## src/rtl/ieee_adder_issue_queue_pkg.sv

```systemverilog
// Shared field layout and special-flag indices for the adder issue queue.
// IEEE-754 single precision operands.
package ieee_adder_issue_queue_pkg;

  localparam int TOTALBITS       = 32;
  localparam int SIGN_BIT        = 31;
  localparam int EXPO_LASTBIT    = 30;
  localparam int EXPO_FIRSTBIT   = 23;
  localparam int SIGNIF_LASTBIT  = 22;
  localparam int SIGNIF_FIRSTBIT = 0;

  localparam int ISSUE_SPECIAL_W = 5;
  localparam int SPC_A_NAN       = 4;
  localparam int SPC_B_NAN       = 3;
  localparam int SPC_A_INF       = 2;
  localparam int SPC_B_INF       = 1;
  localparam int SPC_EFF_SUB     = 0;

  typedef logic [TOTALBITS-1:0]       fp_t;
  typedef logic [ISSUE_SPECIAL_W-1:0] spc_t;

endpackage

```

## src/rtl/ieee_operand_classify.sv

```systemverilog
// Combinational classifier: IEEE-754 single -> sign, NaN, infinity.
module ieee_operand_classify
  import ieee_adder_issue_queue_pkg::*;
(
  input  fp_t  num,
  output logic sign,
  output logic is_nan,
  output logic is_inf
);

  logic exp_ones;
  logic frac_zero;

  assign exp_ones  = &num[EXPO_LASTBIT:EXPO_FIRSTBIT];
  assign frac_zero = (num[SIGNIF_LASTBIT:SIGNIF_FIRSTBIT] == '0);
  assign sign      = num[SIGN_BIT];
  assign is_nan    = exp_ones & ~frac_zero;
  assign is_inf    = exp_ones & frac_zero;

endmodule

```

## src/rtl/ieee_adder_issue_queue.sv

```systemverilog
// Tagged FWFT operand queue feeding the single-precision adder.
// IEEE_ISSUE_SPECIAL_DETECT_EN stores push-time special-operand flags.
module ieee_adder_issue_queue
  import ieee_adder_issue_queue_pkg::*;
#(
  parameter int DEPTH = 4,
  parameter int TAG_W = 4
) (
  input  logic                     clk,
  input  logic                     rst,
  input  logic                     flush,
  input  logic                     in_valid,
  output logic                     in_ready,
  input  fp_t                      in_a,
  input  fp_t                      in_b,
  input  logic                     in_add_sub,
  output logic                     out_valid,
  input  logic                     out_ready,
  output fp_t                      out_a,
  output fp_t                      out_b,
  output logic                     out_add_sub,
  output logic [TAG_W-1:0]         out_tag,
  output spc_t                     out_special,
  output logic [$clog2(DEPTH):0]   count
);

  localparam int PW = $clog2(DEPTH);
  localparam int CW = PW + 1;

  logic [PW-1:0]    rd_ptr;
  logic [PW-1:0]    wr_ptr;
  logic [CW-1:0]    occ;
  logic [TAG_W-1:0] next_tag;

  fp_t              mem_a   [DEPTH];
  fp_t              mem_b   [DEPTH];
  logic             mem_op  [DEPTH];
  logic [TAG_W-1:0] mem_tag [DEPTH];

  logic push;
  logic pop;

  assign in_ready  = (occ != CW'(DEPTH));
  assign out_valid = (occ != '0);
  assign push      = in_valid & in_ready;
  assign pop       = out_valid & out_ready;
  assign count     = occ;

  always_ff @(posedge clk or posedge rst) begin
    if (rst) begin
      occ      <= '0;
      rd_ptr   <= '0;
      wr_ptr   <= '0;
      next_tag <= '0;
    end else if (flush) begin
      occ    <= '0;
      rd_ptr <= '0;
      wr_ptr <= '0;
    end else begin
      if (push) begin
        wr_ptr   <= wr_ptr + PW'(1);
        next_tag <= next_tag + TAG_W'(1);
      end
      if (pop)
        rd_ptr <= rd_ptr + PW'(1);
      unique case ({push, pop})
        2'b10:   occ <= occ + CW'(1);
        2'b01:   occ <= occ - CW'(1);
        default: occ <= occ;
      endcase
    end
  end

  // Storage carries no reset; contents are only observed while valid.
  always_ff @(posedge clk) begin
    if (push && !flush) begin
      mem_a[wr_ptr]   <= in_a;
      mem_b[wr_ptr]   <= in_b;
      mem_op[wr_ptr]  <= in_add_sub;
      mem_tag[wr_ptr] <= next_tag;
    end
  end

  assign out_a       = mem_a[rd_ptr];
  assign out_b       = mem_b[rd_ptr];
  assign out_add_sub = mem_op[rd_ptr];
  assign out_tag     = mem_tag[rd_ptr];

`ifdef IEEE_ISSUE_SPECIAL_DETECT_EN
  logic a_sign, a_nan, a_inf;
  logic b_sign, b_nan, b_inf;
  spc_t spc_in;
  spc_t mem_spc [DEPTH];

  ieee_operand_classify u_cls_a (
    .num    (in_a),
    .sign   (a_sign),
    .is_nan (a_nan),
    .is_inf (a_inf)
  );

  ieee_operand_classify u_cls_b (
    .num    (in_b),
    .sign   (b_sign),
    .is_nan (b_nan),
    .is_inf (b_inf)
  );

  always_comb begin
    spc_in              = '0;
    spc_in[SPC_A_NAN]   = a_nan;
    spc_in[SPC_B_NAN]   = b_nan;
    spc_in[SPC_A_INF]   = a_inf;
    spc_in[SPC_B_INF]   = b_inf;
    spc_in[SPC_EFF_SUB] = a_sign ^ b_sign ^ in_add_sub;
  end

  always_ff @(posedge clk) begin
    if (push && !flush)
      mem_spc[wr_ptr] <= spc_in;
  end

  assign out_special = mem_spc[rd_ptr];
`else
  assign out_special = '0;
`endif

endmodule

```

## config.mk

```make
export PLATFORM = sky130hd
export DESIGN_NAME = ieee_adder_issue_queue
export DESIGN_NICKNAME = d
export VERILOG_FILES = /design/src/rtl/ieee_adder_issue_queue_pkg.sv /design/src/rtl/ieee_operand_classify.sv /design/src/rtl/ieee_adder_issue_queue.sv
export SDC_FILE = /design/constraint.sdc
export NUM_CORES = 1
export LEC_CHECK = 0
export CAP_MARGIN = 20
export CORE_UTILIZATION = 35
export DETAILED_ROUTE_END_ITERATION = 8
export DONT_BUFFER_PORTS = 1
export PLACE_DENSITY_LB_ADDON = 0.1
export REMOVE_ABC_BUFFERS = 1
export SYNTH_ARGS = -nofsm -noshare
export SYNTH_HDL_FRONTEND = slang
export SYNTH_SLANG_ARGS = --single-unit
```

## constraint.sdc

```tcl
create_clock -name clk -period 3.45 [get_ports clk]
set_clock_uncertainty 0.05 [all_clocks]
set_input_delay 0.1725 -clock clk [delete_from_list [all_inputs] [get_ports clk]]
set_output_delay 0.1725 -clock clk [all_outputs]
set_load 0.05 [all_outputs]
```

# After elaboration in Yosys (flattened, before gate mapping)

Memories as Yosys holds them, arrays and structs flattened.
Index checks and enable logic that the tools add are counted.
W data, S select, Z words.

Bits in registers: 11
Bits in writable memories: 276
Output and inout bits: 79
Logic and storage cells: 34
Memories: 4

Memory list:

| name    | depth | width | read ports | clocked after memory_dff | write ports | RTL line                     | RTL |
|---|---|---|---|---|---|---|---|
| mem_a   | 4     | 32    | 1          | 0                        | 1           | ieee_adder_issue_queue.sv:35 | `fp_t mem_a [DEPTH];` |
| mem_b   | 4     | 32    | 1          | 0                        | 1           | ieee_adder_issue_queue.sv:36 | `fp_t mem_b [DEPTH];` |
| mem_tag | 4     | 4     | 1          | 0                        | 1           | ieee_adder_issue_queue.sv:38 | `logic [TAG_W-1:0] mem_tag [DEPTH];` |
| mem_op  | 4     | 1     | 1          | 0                        | 1           | ieee_adder_issue_queue.sv:37 | `logic mem_op [DEPTH];` |

Add/subtract/negate cells: 5
Equal/unequal tests: 3
Mux-type cells: 8
Bitwise operators: 3
Reduce and logical (&&, ||, !) cells: 7

Operators with widths:

| kind                  | number |
|---|---|
| $mux W2               | 4 |
| $pmux W3 S2           | 1 |
| $reduce_bool A3 Y1    | 2 |
| $add A2 B1 Y2 const B | 2 |
| $add A4 B1 Y4 const B | 1 |
| $reduce_bool A2 Y1    | 2 |
| $add A3 B1 Y3 const B | 1 |
| $mux W3               | 1 |
| $ne A3 B3 Y1 const B  | 1 |
| $sub A3 B1 Y3 const B | 1 |
| $and A1 B1 Y1         | 2 |
| $eq A2 B1 Y1 const B  | 1 |
| $eq A2 B2 Y1 const B  | 1 |
| $mux W1               | 2 |
| $reduce_and A2 Y1     | 1 |
| $logic_and A1 B1 Y1   | 1 |
| $logic_not A1 Y1      | 1 |
| $not A1 Y1            | 1 |

# Logic depth before layout (Yosys ltp)

Gate-level depths: netlist (run 1).

Depth in word-level cells: 5
Gate-level depth with buffers: 7
Depth with buffers taken out: 6

# Least setup slack after synthesis (run 1)

OpenSTA, ideal clock, no wires.

Kind: register to register
Start point: register occ[1], in the netlist count[1]
End point: memory mem_a[0][0] in the netlist's numbering, enable pin
Arrival: 2.864 ns
Required time: 2.965 ns
Setup slack: 0.101 ns
Cell stages (with the launch flop): 5
Cell sequence: dfrtp_1 buf_4 nor3b_4 nor2_2 and2_1

Cells in the longest elaborated chain, start to end: 5

Ends and longest elaborated chain:

| element                       | RTL line                     | RTL |
|---|---|---|
| start, declared               | ieee_adder_issue_queue.sv:32 | `logic [CW-1:0] occ;` |
| start signal, assigned        | ieee_adder_issue_queue.sv:67 | `2'b10: occ <= occ + CW'(1);` |
| start signal, assigned        | ieee_adder_issue_queue.sv:68 | `2'b01: occ <= occ - CW'(1);` |
| $ne A3 B3 Y1                  | ieee_adder_issue_queue.sv:43 | `assign in_ready = (occ != CW'(DEPTH));` |
| $and A1 B1 Y1                 | ieee_adder_issue_queue.sv:45 | `assign push = in_valid & in_ready;` |
| $logic_and A1 B1 Y1           | ieee_adder_issue_queue.sv:76 | `if (push && !flush) begin` |
| $mux W1                       | ieee_adder_issue_queue.sv:76 |  |
| $mux W1 (not written as such) | ieee_adder_issue_queue.sv:77 | `mem_a[wr_ptr] <= in_a;` |
| end, declared                 | ieee_adder_issue_queue.sv:35 |  |

No other way between the ends.

# Worst setup path in the final report (run 1)

Start point: register rd_ptr[0]
End point: output port out_b[23]

Cells in the longest elaborated chain, start to end: 1

Ends and longest elaborated chain:

| element                | RTL line                     | RTL |
|---|---|---|
| start, declared        | ieee_adder_issue_queue.sv:30 | `logic [PW-1:0] rd_ptr;` |
| start signal, assigned | ieee_adder_issue_queue.sv:65 | `rd_ptr <= rd_ptr + PW'(1);` |
| $mem_v2 Z4 W32         | --                           |  |
| end, declared          | ieee_adder_issue_queue.sv:20 | `output fp_t out_b,` |

No other way between the ends.

==> impl_metrics.ini, run 1 <==
[status]
outcome = complete, no violations

[layout]
layout_commonest_cell = edfxtp_1
drive_gt1_frac = 0.263
nNetsFinal = 622
post-route-cell-area_um2 = 13200
fin_cells = 969
final_util = 0.431
layout_common_cells = edfxtp_1, dlygate4sd3_1, mux4_2, clkbuf_16, dfrtp_1
fill_cells = 2601
area_growth_pct = 21.6

[synth]
synth_largest_area_cell = edfxtp_1
netlist_instances = 449
synth.cell_area_um2 = 10800
synthFlopType = edfxtp_1
synth_top_area_share = 0.766
synth.top_cells.by_area = edfxtp_1, mux4_2, dfrtp_1
synth_cell_type_count = 40
synth_warnings = 0
ys_seq_elements = 287
ys_seq_area_frac = 0.792
avgSynthCellArea_um2 = 24.1
synth_edf_count = 276
ys_async_sr_fraction = 0.0383

[timing]
max_freq_mhz = 381
hold_viol = 0
drv_slew = 0
rsz0062_at_grt = no
period_needed_ps = 2630
fin_ws_ps = 824
slew_headroom = 0.447
period_share = 0.761
worst_slew_pin_slew_ps = 829
setup_viol = 0

[detailed_routing]
drt_wl_total_mm = 21.4
via_count = 4672
drt_pass1_iterations = 5
drt-initial-drc-count = 284
ant_nets = 0
wl_per_cell_um = 22.0
routed_via_density = 4.82
remaining_drc_errors = 0

[floorplanning]
core_area_um2 = 30500
rows = 64
start_util = 0.355
die_area_um2 = 31600
die_h_um = 178
die_x_um = 178
io_pins = 149

[min_path]
min_path_type = input pin to async pin

[critical_path]
crit_fanout = 21
worstPathArrival_ps = 2400
crit_type = flop to primary output
start_kind = flop
required_ps = 3230
endpoint_kind = primary output

[global_routing]
antenna_found_initial = 3
grt_max_degree = 38
first_global_vias = 5109
grt_use_total = 0.138
grt.overflow.total = 0
grt_pass1_wl_mm = 32.1

[place]
io_buffers = 0
post-dp-hpwl_mm = 13.2
placed_cells = 839
placed_cell_area_um2 = 11400
place_ws_ps = 881
gp_congestion = 0.692

[power]
finalPower_mw = 9.38
p_leak_nw = 4.14
irDropWorstVdd_mv = 0.417
p_per_area_nw_per_um2 = 713

[clock_network]
numCtsBuffers = 31
cts_max_level = 1
cts_buffer_depth = 3
clk_latency_ps = 550
cts_sinks = 287
tritoncts = done
clkTransAtPathRegs_ps = 60
clock-root-buffer = clkbuf_16
post_cts_buffers = 0

[job]
drv_cap = 0
## synthesized netlist by cell type (2+ instances only)
cell type,n
inv_1,5
nand3b_1,2
xor2_1,6
nor3_1,2
buf_6,8
and2_1,5
ha_1,5
dfrtp_1,11
edfxtp_1,276
a21oi_1,6
or3_1,2
buf_4,7
a2111oi_2,2
o21ai_0,2
nand3_1,5
nor2_1,3
nor3b_1,2
buf_2,10
mux4_2,69
## cell families (layout without fill, tap and decap cells)
group           count (synthesis)  count (layout)  share of synthesized area
buf+inv                        32             150                     0.0202
fa+ha+maj                       6               6                    0.00763
simple gates                   28              28                     0.0167
other cells                     1               7                   0.000347
mux                            70              70                      0.145
compound gates                 18              18                     0.0128
xor+xnor                        7               7                    0.00567
flops                         287             287                      0.792
## metal layers
layer  track usage  part of all wire  routed length, um
met5             0           0.00061                 13
met4        0.0342             0.016                351
met3        0.0386             0.068               1450
met2         0.231              0.49              10600
met1         0.176              0.42               8980
## through the flow
| stage | TNS, ps | hold WS, ps |
|---|---|---|
| 2_1_floorplan | -25820 | -25.1 |
| 3_3_place_gp | 0 | 39.9 |
| 3_5_place_dp | 0 | 44.5 |
| 4_1_cts | 0 | 9.90 |
| 5_1_grt | 0 | 27.2 |
| 6_report | 0 | 6.01 |
## power by group
part	internal, mW	leakage [nW]	switching (mW)
registers	4.01	2.64	0.167
clock network	2.10	0.511	1.33
logic	0.541	0.987	1.23
total	6.65	4.14	2.73
## critical path, cell delays in order, from the launching register on
cell and delay [ps]:
dfrtp_4 700, buf_4 390, mux4_2 730
## sequential cells by signal (all words and copies together) (netlist names)
register and flops:
mem_tag 16, next_tag 4, mem_a 128, rd_ptr 2
wr_ptr 2, mem_b 128, mem_op 4, count 3
## final timing paths
check,start,endpoint,slack [ps],depth (start not counted)
max,rd_ptr[0],out_b[23],820,2
min,rst,wr_ptr[1],6,2
max reg2reg,count[2],mem_a[1][27],910,4
min reg2reg,next_tag[3],next_tag[3],480,1
max in group asynchronous,rst,rd_ptr[1],3010,2
min in group clk,out_ready,count[1],50,3
## cell type report
class | instances | area [um^2] | area share
clock inverters | 24 | 292 | 0.0222
clock buffers | 34 | 787 | 0.0598
well taps | 396 | 495 | 0.0377
inverters | 6 | 22.5 | 0.00171
flip-flops and latches | 287 | 8570 | 0.652
repair buffers | 86 | 921 | 0.0700
multi-input cells | 134 | 2060 | 0.157
diodes | 2 | 5.00 | 0.000380
## repair_timing
action	in CTS	in global routing
gates resized for setup	0	0
endpoints found under the hold margin	282	0
hold buffers	70	0
Note: power is estimated with default switching activity, not from simulation.
==> run 2, diff against run 1 <==
Clock period 3.45 ns to 2.2 ns, I/O delays scaled along.
==> run 2 against run 1 <==
Against the previous run: critical path depth is 1 higher; sequential share of layout area is 1.2 points lower; via count is 3.2% higher; count of clock-buffer cells in the layout is 5 higher; largest cell class unchanged.
==> impl_metrics.ini, run 2 (synthesis gave the netlist of run 1 again) <==
[job]
drv_cap = 0

[min_path]
min_path_type = input pin to flop

[place]
post-dp-hpwl_mm = 12.3
io_buffers = 0
gp_congestion = 0.700
placed_cell_area_um2 = 11500
place_ws_ps = 270

[floorplanning]
io_pins = 149
die_area_um2 = 31600
start_util = 0.355
die_x_um = 178
core_area_um2 = 30500
rows = 64
die_h_um = 178

[detailed_routing]
routed_via_density = 4.91
drt_pass1_iterations = 4
ant_nets = 0
remaining_drc_errors = 0
via_count = 4822
drt_wl_total_mm = 21.3
drt-initial-drc-count = 226
wl_per_cell_um = 21.7

[clock_network]
clock-root-buffer = clkbuf_16
clkTransAtPathRegs_ps = 60
cts_buffer_depth = 3
cts_max_level = 1
clk_latency_ps = 550
cts_sinks = 287
tritoncts = done
numCtsBuffers = 31

[timing]
slew_headroom = 0.657
period_needed_ps = 2190
drv_slew = 0
timing.hold.ws_ps = 204
worst_slew_pin_slew_ps = 512
hold_viol = 0
fin_ws_ps = 8.05
fin_setup_tns_ps = 0
setup_viol = 0
max_freq_mhz = 456
period_share = 0.996
rsz0062_at_grt = yes

[status]
outcome = complete, no violations

[layout]
drive_gt1_frac = 0.273
layout_commonest_cell = edfxtp_1
area_growth_pct = 23.8
nNetsFinal = 639
post-route-cell-area_um2 = 13400
layout_common_cells = edfxtp_1, dlygate4sd3_1, mux4_2, clkbuf_16, buf_4
reg_top3 = mem_a x128, mem_b x128, mem_tag x16

[critical_path]
required_ps = 2040
cpMaxStageDelayCell = mux4_2
worst_path_largest_cell_delay_ps = 680
crit_buf_inv = 2
worstPathArrival_ps = 2030
start_kind = flop
crit_fanout = 9
crit_type = flop to primary output
endpoint_kind = primary output
crit_family = multiplexers
crit_chain = buf_12, clkbuf_16, mux4_2

[global_routing]
antenna_found_initial = 2
grt.overflow.total = 0
grt_pass1_wl_mm = 31.9
grt_max_degree = 50
first_global_vias = 5218
grt_use_total = 0.135

[power]
irDropWorstVdd_mv = 0.556
p_leak_nw = 4.25
finalPower_mw = 14.7
p_per_area_nw_per_um2 = 1100
run 2: cell types whose count changed in the layout (fill, tap and decap cells not counted), moves of 2 or more:
cell	previous run	this run
buf_12	8	11
bufinv_16	6	4
buf_16	0	4
buf_4	8	12
clkbuf_16	31	35
clkbuf_1	3	8
clkinv_4	3	0
run 2: timing repair:
action / in CTS / in global routing
endpoints found under the setup margin: 65 / 65
buffers inserted: 3 / 4
gates resized for setup: 4 / 1
hold endpoints to repair: 282 / 0
hold buffers: 71 / 0
gates cloned: 1 / 4
run 2: stage by stage:
step / cells / util
floorplan: 427 / -
global placement: 843 / 0.376
detailed placement: 843 / 0.376
CTS: 974 / 0.435
global route: 982 / 0.439
finish: 983 / 0.439
run 2: worst paths after layout:
| kind | from | endpoint | slack [ps] | cells past startpoint |
|---|---|---|---|---|
| max in group asynchronous | rst | rd_ptr[1] | 1150 | 3 |
| worst min-delay path | in_valid | count[1] | 200 | 5 |
| min in group asynchronous | rst | next_tag[1] | 550 | 3 |
| worst min register to register | next_tag[3] | next_tag[3] | 470 | 1 |
| worst max register to register | count[0] | count[0] | 170 | 5 |
| worst max-delay path | rd_ptr[0] | out_a[6] | 8 | 3 |
run 2: final cells by class:
class,count,area [um^2]
Multi-Input combinational cell,134,2060
Inverter,6,22.5
Clock buffer,39,806
Fill cell,2593,17100
Tap cell,396,495
Clock inverter,17,194
Timing Repair Buffer,103,1240
Sequential cell,287,8570
Antenna cell,1,2.50
run 2: report_power, final:
part | internal [mW] | leakage (nW) | total [mW] | switching, mW
sequential | 6.30 | 2.64 | 6.44 | 0.137
combinational | 1.09 | 1.13 | 3.22 | 2.13
clock | 3.05 | 0.475 | 5.06 | 2.01
run 2: tightest hold or removal path: cells and delay by family:
kind / cells / cell delay [ps]
buffers and inverters: 1 / 70
AO/OA/AOI/OAI: 3 / 380
adder cells (fa/ha/maj): 1 / 190
run 2: routing by layer:
metal,wire length [um],global-route usage,vias up
met5,10,0,-
met4,363,0.0356,2
met3,1260,0.0336,32
met2,10500,0.230,124
met1,9190,0.172,2551
li1,-,-,2113
